<file path="src/rtl/axistream_pkg.sv">
// Shared definitions for the axistream pack/unpack blocks.
// Provides default element width and pack factor, the unpack FSM state type,
// and a clog2-style helper used to size element index counters.
package axistream_pkg;

    localparam int AXIS_DATA_WIDTH = 8;
    localparam int AXIS_NUM_PACK   = 4;

    typedef enum logic {
        ST_EMPTY = 1'b0,
        ST_DRAIN = 1'b1
    } unpack_state_t;

    // Width of an index that can address n elements; never narrower than one
    // bit so a counter declaration stays legal for any pack factor.
    function automatic int idx_width(input int n);
        int w;
        w = 0;
        while ((1 << w) < n) begin
            w = w + 1;
        end
        if (w < 1) begin
            w = 1;
        end
        return w;
    endfunction

endpackage

</file>
<file path="src/rtl/axistream_unpack.sv">
// Purpose: splits each NUM_PACK-element packed word into single elements, element 0 (LSBs) first.
// Latency: 1 cycle from src handshake to element 0 on dest; then one element per dest handshake.
// Backpressure: holds one word; src_tready rises only when empty or the last element leaves this cycle.
//
// Ports:
//   clk, rst_n                         - clock, asynchronous active-low reset
//   src_tvalid/src_tready/src_tdata/src_tlast     - packed word input stream
//   dest_tvalid/dest_tready/dest_tdata/dest_tlast - element output stream
// Build option: AXISTREAM_UNPACK_WORD_TLAST_EN marks the last element of every
// word with dest_tlast; otherwise only words captured with src_tlast=1 do.
module axistream_unpack
    import axistream_pkg::*;
#(
    parameter int DATA_WIDTH = AXIS_DATA_WIDTH,
    parameter int NUM_PACK   = AXIS_NUM_PACK
) (
    input  logic                         clk,
    input  logic                         rst_n,
    input  logic                         src_tvalid,
    output logic                         src_tready,
    input  logic [NUM_PACK*DATA_WIDTH-1:0] src_tdata,
    input  logic                         src_tlast,
    output logic                         dest_tvalid,
    input  logic                         dest_tready,
    output logic [DATA_WIDTH-1:0]        dest_tdata,
    output logic                         dest_tlast
);

    localparam int                IDX_W    = idx_width(NUM_PACK);
    localparam logic [IDX_W-1:0]  IDX_LAST = IDX_W'(NUM_PACK - 1);

    unpack_state_t                   state_q, state_d;
    logic [IDX_W-1:0]                idx_q, idx_d;
    logic [NUM_PACK*DATA_WIDTH-1:0]  word_q, word_d;
    logic                            last_q, last_d;
    // Low through reset and until the first clock edge after release, so the
    // source is never told "ready" while the block is still held in reset.
    logic                            run_q, run_d;

    logic dest_hs;
    logic final_hs;
    logic src_hs;

    assign dest_hs  = (state_q == ST_DRAIN) && dest_tready;
    assign final_hs = dest_hs && (idx_q == IDX_LAST);
    assign src_hs   = src_tvalid && src_tready;

    // State register
    always_ff @(posedge clk or negedge rst_n) begin
        if (!rst_n) begin
            state_q <= ST_EMPTY;
            idx_q   <= '0;
            word_q  <= '0;
            last_q  <= 1'b0;
            run_q   <= 1'b0;
        end else begin
            state_q <= state_d;
            idx_q   <= idx_d;
            word_q  <= word_d;
            last_q  <= last_d;
            run_q   <= run_d;
        end
    end

    // Next-state logic. A src handshake can only occur when empty or on the
    // final-element handshake, so loading a new word takes priority and keeps
    // the block in DRAIN without a bubble.
    always_comb begin
        state_d = state_q;
        idx_d   = idx_q;
        word_d  = word_q;
        last_d  = last_q;
        run_d   = 1'b1;
        if (src_hs) begin
            state_d = ST_DRAIN;
            idx_d   = '0;
            word_d  = src_tdata;
            last_d  = src_tlast;
        end else if (dest_hs) begin
            if (idx_q == IDX_LAST) begin
                state_d = ST_EMPTY;
                idx_d   = '0;
            end else begin
                idx_d = idx_q + 1'b1;
            end
        end
    end

    // Output logic
    always_comb begin
        src_tready  = run_q && ((state_q == ST_EMPTY) || final_hs);
        dest_tvalid = (state_q == ST_DRAIN);
        dest_tdata  = word_q[int'(idx_q) * DATA_WIDTH +: DATA_WIDTH];
`ifdef AXISTREAM_UNPACK_WORD_TLAST_EN
        dest_tlast  = (state_q == ST_DRAIN) && (idx_q == IDX_LAST);
`else
        dest_tlast  = (state_q == ST_DRAIN) && (idx_q == IDX_LAST) && last_q;
`endif
    end

endmodule

</file>
<file path="config.mk">
export PLATFORM = sky130hd
export DESIGN_NAME = axistream_unpack
export DESIGN_NICKNAME = d
export VERILOG_FILES = /design/src/rtl/axistream_pkg.sv /design/src/rtl/axistream_unpack.sv
export SDC_FILE = /design/constraint.sdc
export NUM_CORES = 1
export LEC_CHECK = 0
export CAP_MARGIN = 15
export CORE_AREA = 5 5 74 76
export DETAILED_ROUTE_END_ITERATION = 8
export DIE_AREA = 0 0 79 81
export PLACE_DENSITY_LB_ADDON = 0.12
export SKIP_LAST_GASP = 1
export SLEW_MARGIN = 20
export SYNTH_ARGS = -nofsm -noshare
export SYNTH_HDL_FRONTEND = slang
export SYNTH_SLANG_ARGS = --single-unit
</file>
<file path="constraint.sdc">
create_clock -name clk -period 1.7 [get_ports clk]
set_input_delay 0.255 -clock clk [delete_from_list [all_inputs] [get_ports clk]]
set_output_delay 0.255 -clock clk [all_outputs]
set_load 0.05 [all_outputs]
</file>
==> qor.txt, run 1 <==
Residual DRC = 0
period utilization = 106%
share of cells above drive strength 1 = 27.2%
Sink Count = 37
diode count = 0
synthesized cell area = 1620 µm²
Cells after Synth = 99
post-synthesis net count = 137
H-tree levels = 2
top cell type's share of synthesized area = 57.3%
DR WL/cell = 15.4 µm
Layout area overhead = 43.4%
Vias/cell = 4.71
Crit Path Max Fanout = 4
Max stage delay cell, worst path = dfrtp_2
clock root cell = clkbuf_8
Setup WS post-layout = -0.0943 ns
first-pass GRT wire length = 5750 µm
asr flop ratio synth = 100%
hpwl dp = 2490 µm
CP bufs+invs = 2
I/O pin cnt = 48
Largest stage delay, worst path = 0.45 ns
failing checks = negative setup slack
remaining antenna violation count after routing = 0
worst skew pair latency = 0.28 ns
Initial Util = 34.7%
total track usage = 11.7%
Port Buf Inserts = 47
Setup crit start kind = flip-flop
RSZ-0062 raised after global routing = yes
Syn Area/Cell = 16.3 µm²
final setup fails = 9
R2R depth = 5
Worst path depth = 6
Peak Freq = 557 MHz
Power per Cell Area = 1970 nW/µm²
count of standard-cell rows = 25
Setup Skew = 0.00343 ns
status = complete, but fails checks
Synth Flop Type = dfrtp_1
setup tns final = -0.620 ns
Min Hold Slack = 0.482 ns
min-delay src = last_q
total CTS buffers = 5
vias in the first global route = 1208
most common cell in the synthesized netlist = dfrtp_1
Yosys cell types = 17
antenna violations before repair = 0
Top delay family on crit path = flip-flops
core area = 4660 µm²
grt ovf = 0
Die W = 79 µm
first drt pass iteration count = 4
synthesis-stage register bit count = 37
cell chain of the critical path = ha_2 -> nand2_2 -> buf_4 -> nand2_1 -> and2_4 -> buf_12
WHS Path Cells = 1
Post-synth EDFFs = 0
synth cell count leaders = dfrtp_1 (37), mux2_1 (28), mux4_2 (8), nand2_1 (6), mux2_2 (5)
Pleak = 0.983 nW
Relative slew margins = 61.5%
Yosys warning total = 0
CP Data Arrival Time = 1.54 ns
Final Wtd Congestion = 0.767
nets = 195
CTS tree = done
die footprint = 6400 µm²
max cap viols = 0
reg-to-reg startpoint = idx_q[0]
Synth area leaders = dfrtp_1 (57%), mux2_1 (20%), mux4_2 (11%)
CP Capture Type = output pin
via count = 999
final wirelength = 3270 µm
clk buf depth = 2
Hold/Removal Path Class = flip-flop to flip-flop
Design Power = 0.00456 W
die height = 81 µm
pre-CTS setup slack = -0.0951 ns
post-CTS setup buffer count = 0
Iter 0 DRT Violations = 41
Final Hold Vio Count = 0
Yosys top cell by area = dfrtp_1
VDD IR-drop max = 1110 µV
Worst Setup SP = idx_q[0]
Worst EP required = 1.44 ns
crit path time final = 1.79 ns
sequential area share after synthesis = 57.3%
Worst-path clk slew = 0.07 ns
Final Slew Violations = 0
CP Class = flip-flop to output pin
Worst Tran Pin Value = 0.577 ns
largest net degree at the start of global routing = 27
-- layer usage --
metal / GRT usage [%] / share of wire (%)
met5: 0 / 0
met4: 3.09 / 0.37
met3: 4.66 / 7.2
met2: 18.4 / 47
met1: 15.2 / 45
-- registers in the layout, indices dropped and copies added (netlist names) --
| name | count |
|---|---|
| dest_tvalid | 1 |
| idx_q | 2 |
| last_q | 1 |
| run_q | 1 |
| word_q | 32 |
-- through the flow --
step           cells  instance area [µm²]  utilization, %
2_1_floorplan     99                 1620               -
3_3_place_gp     203                 2180            46.7
3_5_place_dp     203                 2180            46.7
4_1_cts          212                 2320            49.7
5_1_grt          212                 2320            49.7
6_report         212                 2320            49.7
-- cells in the final DEF, fill, tap and decap left out, drive strengths merged --
cell            n
nand3           1
clkdlybuf4s50  35
a21oi           2
buf            20
clkbuf          8
nor2            2
dfrtp          37
ha              1
mux2i           1
mux2           33
conb            1
nand2           6
mux4            8
and2            1
dlygate4sd3     1
and3            1
-- kinds of logic after synthesis --
logic type / synth area share (%)
multiplexers: 34.8
flip-flops: 57.3
AND/OR/NAND/NOR: 2.94
buffers and inverters: 2.63
AO/OA/AOI/OAI: 1.32
adder cells (fa/ha/maj): 0.774
other: 0.232
-- final timing paths --
| kind | slack [ns] | end |
|---|---|---|
| max | -0.09 | src_tready |
| min | 0.48 | last_q |
| max reg2reg | 0.10 | word_q[25] |
| min reg2reg | 0.48 | last_q |
| max in group asynchronous | 0.59 | word_q[7] |
| min in group asynchronous | 0.51 | word_q[14] |
-- timing repair --
item / 4_1_cts / 5_1_grt
endpoints found under the hold margin: 16 / 0
resized for setup: 15 / 0
endpoints found under the setup margin: 9 / 9
pin swaps: 0 / 0
hold buffers: 1 / 0
-- cell type report --
type                       count  area, µm²
clock buffer                   8       80.1
fill                         400       2340
multi-input combinational     57        654
sequential                    37        927
tap                           54       67.6
timing repair buffer          56        587
-- power breakdown --
part           leakage, nW  switching [W]  internal, W
clock network       0.0395       0.000276     0.000291
logic                0.502        0.00127      0.00117
registers            0.442       0.000229      0.00131
Power figures use the tool's default switching activity.
==> inputs of run 2 (changes only) <==
- CORE_AREA: 5 5 74 76 -> 2 2 71 73
- DIE_AREA: 0 0 79 81 -> 0 0 73 75
==> run 2 against run 1 <==
Effect of this change:
- the flow still finishes with violations (negative setup slack)
- sequential share of layout area is 1.2 points lower
- global-route usage is 1.8 points higher
- critical path depth is 3 lower
- first-iteration DRC count is 24% lower
- clock-buffer cell count is 1 lower
- cell count stayed put
- total power is 6.9% higher
- wire length is 0.15% higher
- clock power is 38% higher
- largest power group unchanged
==> qor.txt, run 2 (synthesized netlist as in run 1, its figures left out) <==
status = complete, but fails checks
failing checks = negative setup slack
GRT busiest layer = met2
largest net degree at the start of global routing = 38
remaining antenna violation count after routing = 0
clock root cell = clkbuf_8
max FFs per register = 32
hold_buf cts = 0
Worst Setup SP = idx_q[0]
hpwl dp = 2380 µm
antenna violations before repair = 0
die height = 75 µm
period utilization = 106%
diode count = 0
Setup Skew = 0.00609 ns
top flop regs = word_q x32, idx_q x2
nets = 195
Worst Tran Pin Value = 0.839 ns
setup tns final = -0.749 ns
Crit Path Max Fanout = 4
grt ovf = 0
clk buf depth = 2
share of cells above drive strength 1 = 29.7%
DR WL/cell = 15.5 µm
I/O pin cnt = 48
fin util = 51.2%
CTS tree = done
final setup fails = 9
first-pass GRT wire length = 5380 µm
Iter 0 DRT Violations = 31
crit path time final = 1.80 ns
Setup WS post-layout = -0.0996 ns
Min Hold Slack = 0.0706 ns
reg-to-reg startpoint = idx_q[0]
Final Hold Vio Count = 0
Worst EP required = 1.44 ns
H-tree levels = 2
M3 GR Usage = 4.95%
Residual DRC = 0
Layout area overhead = 47.9%
die footprint = 5480 µm²
CP Class = flip-flop to output pin
met2 Use GR = 21.5%
Final Slew Violations = 0
max cap viols = 0
vias in the first global route = 1114
via count = 1021
RSZ-0062 raised after global routing = yes
Sink Count = 37
pre-CTS setup slack = -0.0864 ns
Worst-path clk slew = 0.08 ns
core area = 4660 µm²
Relative slew margins = 44.0%
CP Capture Type = output pin
Die W = 73 µm
Largest Register = word_q
Setup crit start kind = flip-flop
Hold/Removal Path Class = input port to asynchronous set/reset pin
first drt pass iteration count = 2
total CTS buffers = 5
Vias/cell = 4.82
total track usage = 13.5%
R2R depth = 6
M1 GR Usage = 16.8%
Power per Cell Area = 2040 nW/µm²
Port Buf Inserts = 47
most common cell after layout, fill and taps aside = dfrtp_1
CP Data Arrival Time = 1.54 ns
Peak Freq = 556 MHz
final wirelength = 3280 µm
most frequent cells in the layout = dfrtp_1 (36), clkdlybuf4s50_1 (35), mux2_1 (28)
count of standard-cell rows = 25
Initial Util = 34.7%
Pleak = 1.02 nW
Design Power = 0.00487 W
Final Wtd Congestion = 0.673
worst skew pair latency = 0.28 ns
VDD IR-drop max = 860 µV
-- run 2: cell count changes in the layout (fill, tap and decap cells not counted) --
cell           previous run  this run
buf_12                    3         5
clkbuf_1                  3         1
buf_6                    11        10
bufinv_16                 0         1
clkbuf_8                  5         6
dlygate4sd3_1             1         0
ha_2                      1         0
ha_4                      0         1
nand2_1                   5         4
nand2_4                   0         1
-- run 2: what timing repair did --
item                                    4_1_cts  5_1_grt
buffers inserted                              2        2
pin swaps                                     1        2
endpoints found under the setup margin        8        9
resized for setup                            13        4
-- run 2: layer usage --
metal	part of all wire [%]	wire length [µm]
met1	42	1360
met2	50	1650
met3	6.5	214
met4	1.5	48
met5	0	0
-- run 2: cell type report --
class / count / area, µm²
Sequential cell: 37 / 927
Timing Repair Buffer: 56 / 606
Multi-Input combinational cell: 57 / 672
Clock inverter: 1 / 30.0
Clock buffer: 7 / 86.3
Fill cell: 390 / 2270
Tap cell: 54 / 67.6
-- run 2: path summary, 6_finish.rpt --
path | end | slack [ns]
worst max-delay path | dest_tdata[1] | -0.1
worst min-delay path | word_q[12] | 0.07
worst max register to register | word_q[24] | 0.07
worst min register to register | word_q[16] | 0.48
max in group asynchronous | idx_q[0] | 1.05
min in group clk | word_q[16] | 0.48
-- run 2: worst max-delay path, stage by stage, from the launching register on --
cell and delay, ns:
dfrtp_2 0.43, buf_6 0.15, mux4_2 0.51, buf_6 0.17
-- run 2: metrics by stage --
step / cell area, µm² / std cells
finish: 2390 / 212
global route: 2390 / 212
CTS: 2350 / 210
detailed placement: 2170 / 200
global placement: 2170 / 200
floorplan: 1620 / 99
-- run 2: power by group --
| part | switching (W) | leakage [nW] | total, W | internal, W |
|---|---|---|---|---|
| sequential | 0.000235 | 0.442 | 0.00155 | 0.00131 |
| clock | 0.000302 | 0.0585 | 0.000780 | 0.000478 |
| combinational | 0.00129 | 0.518 | 0.00255 | 0.00126 |
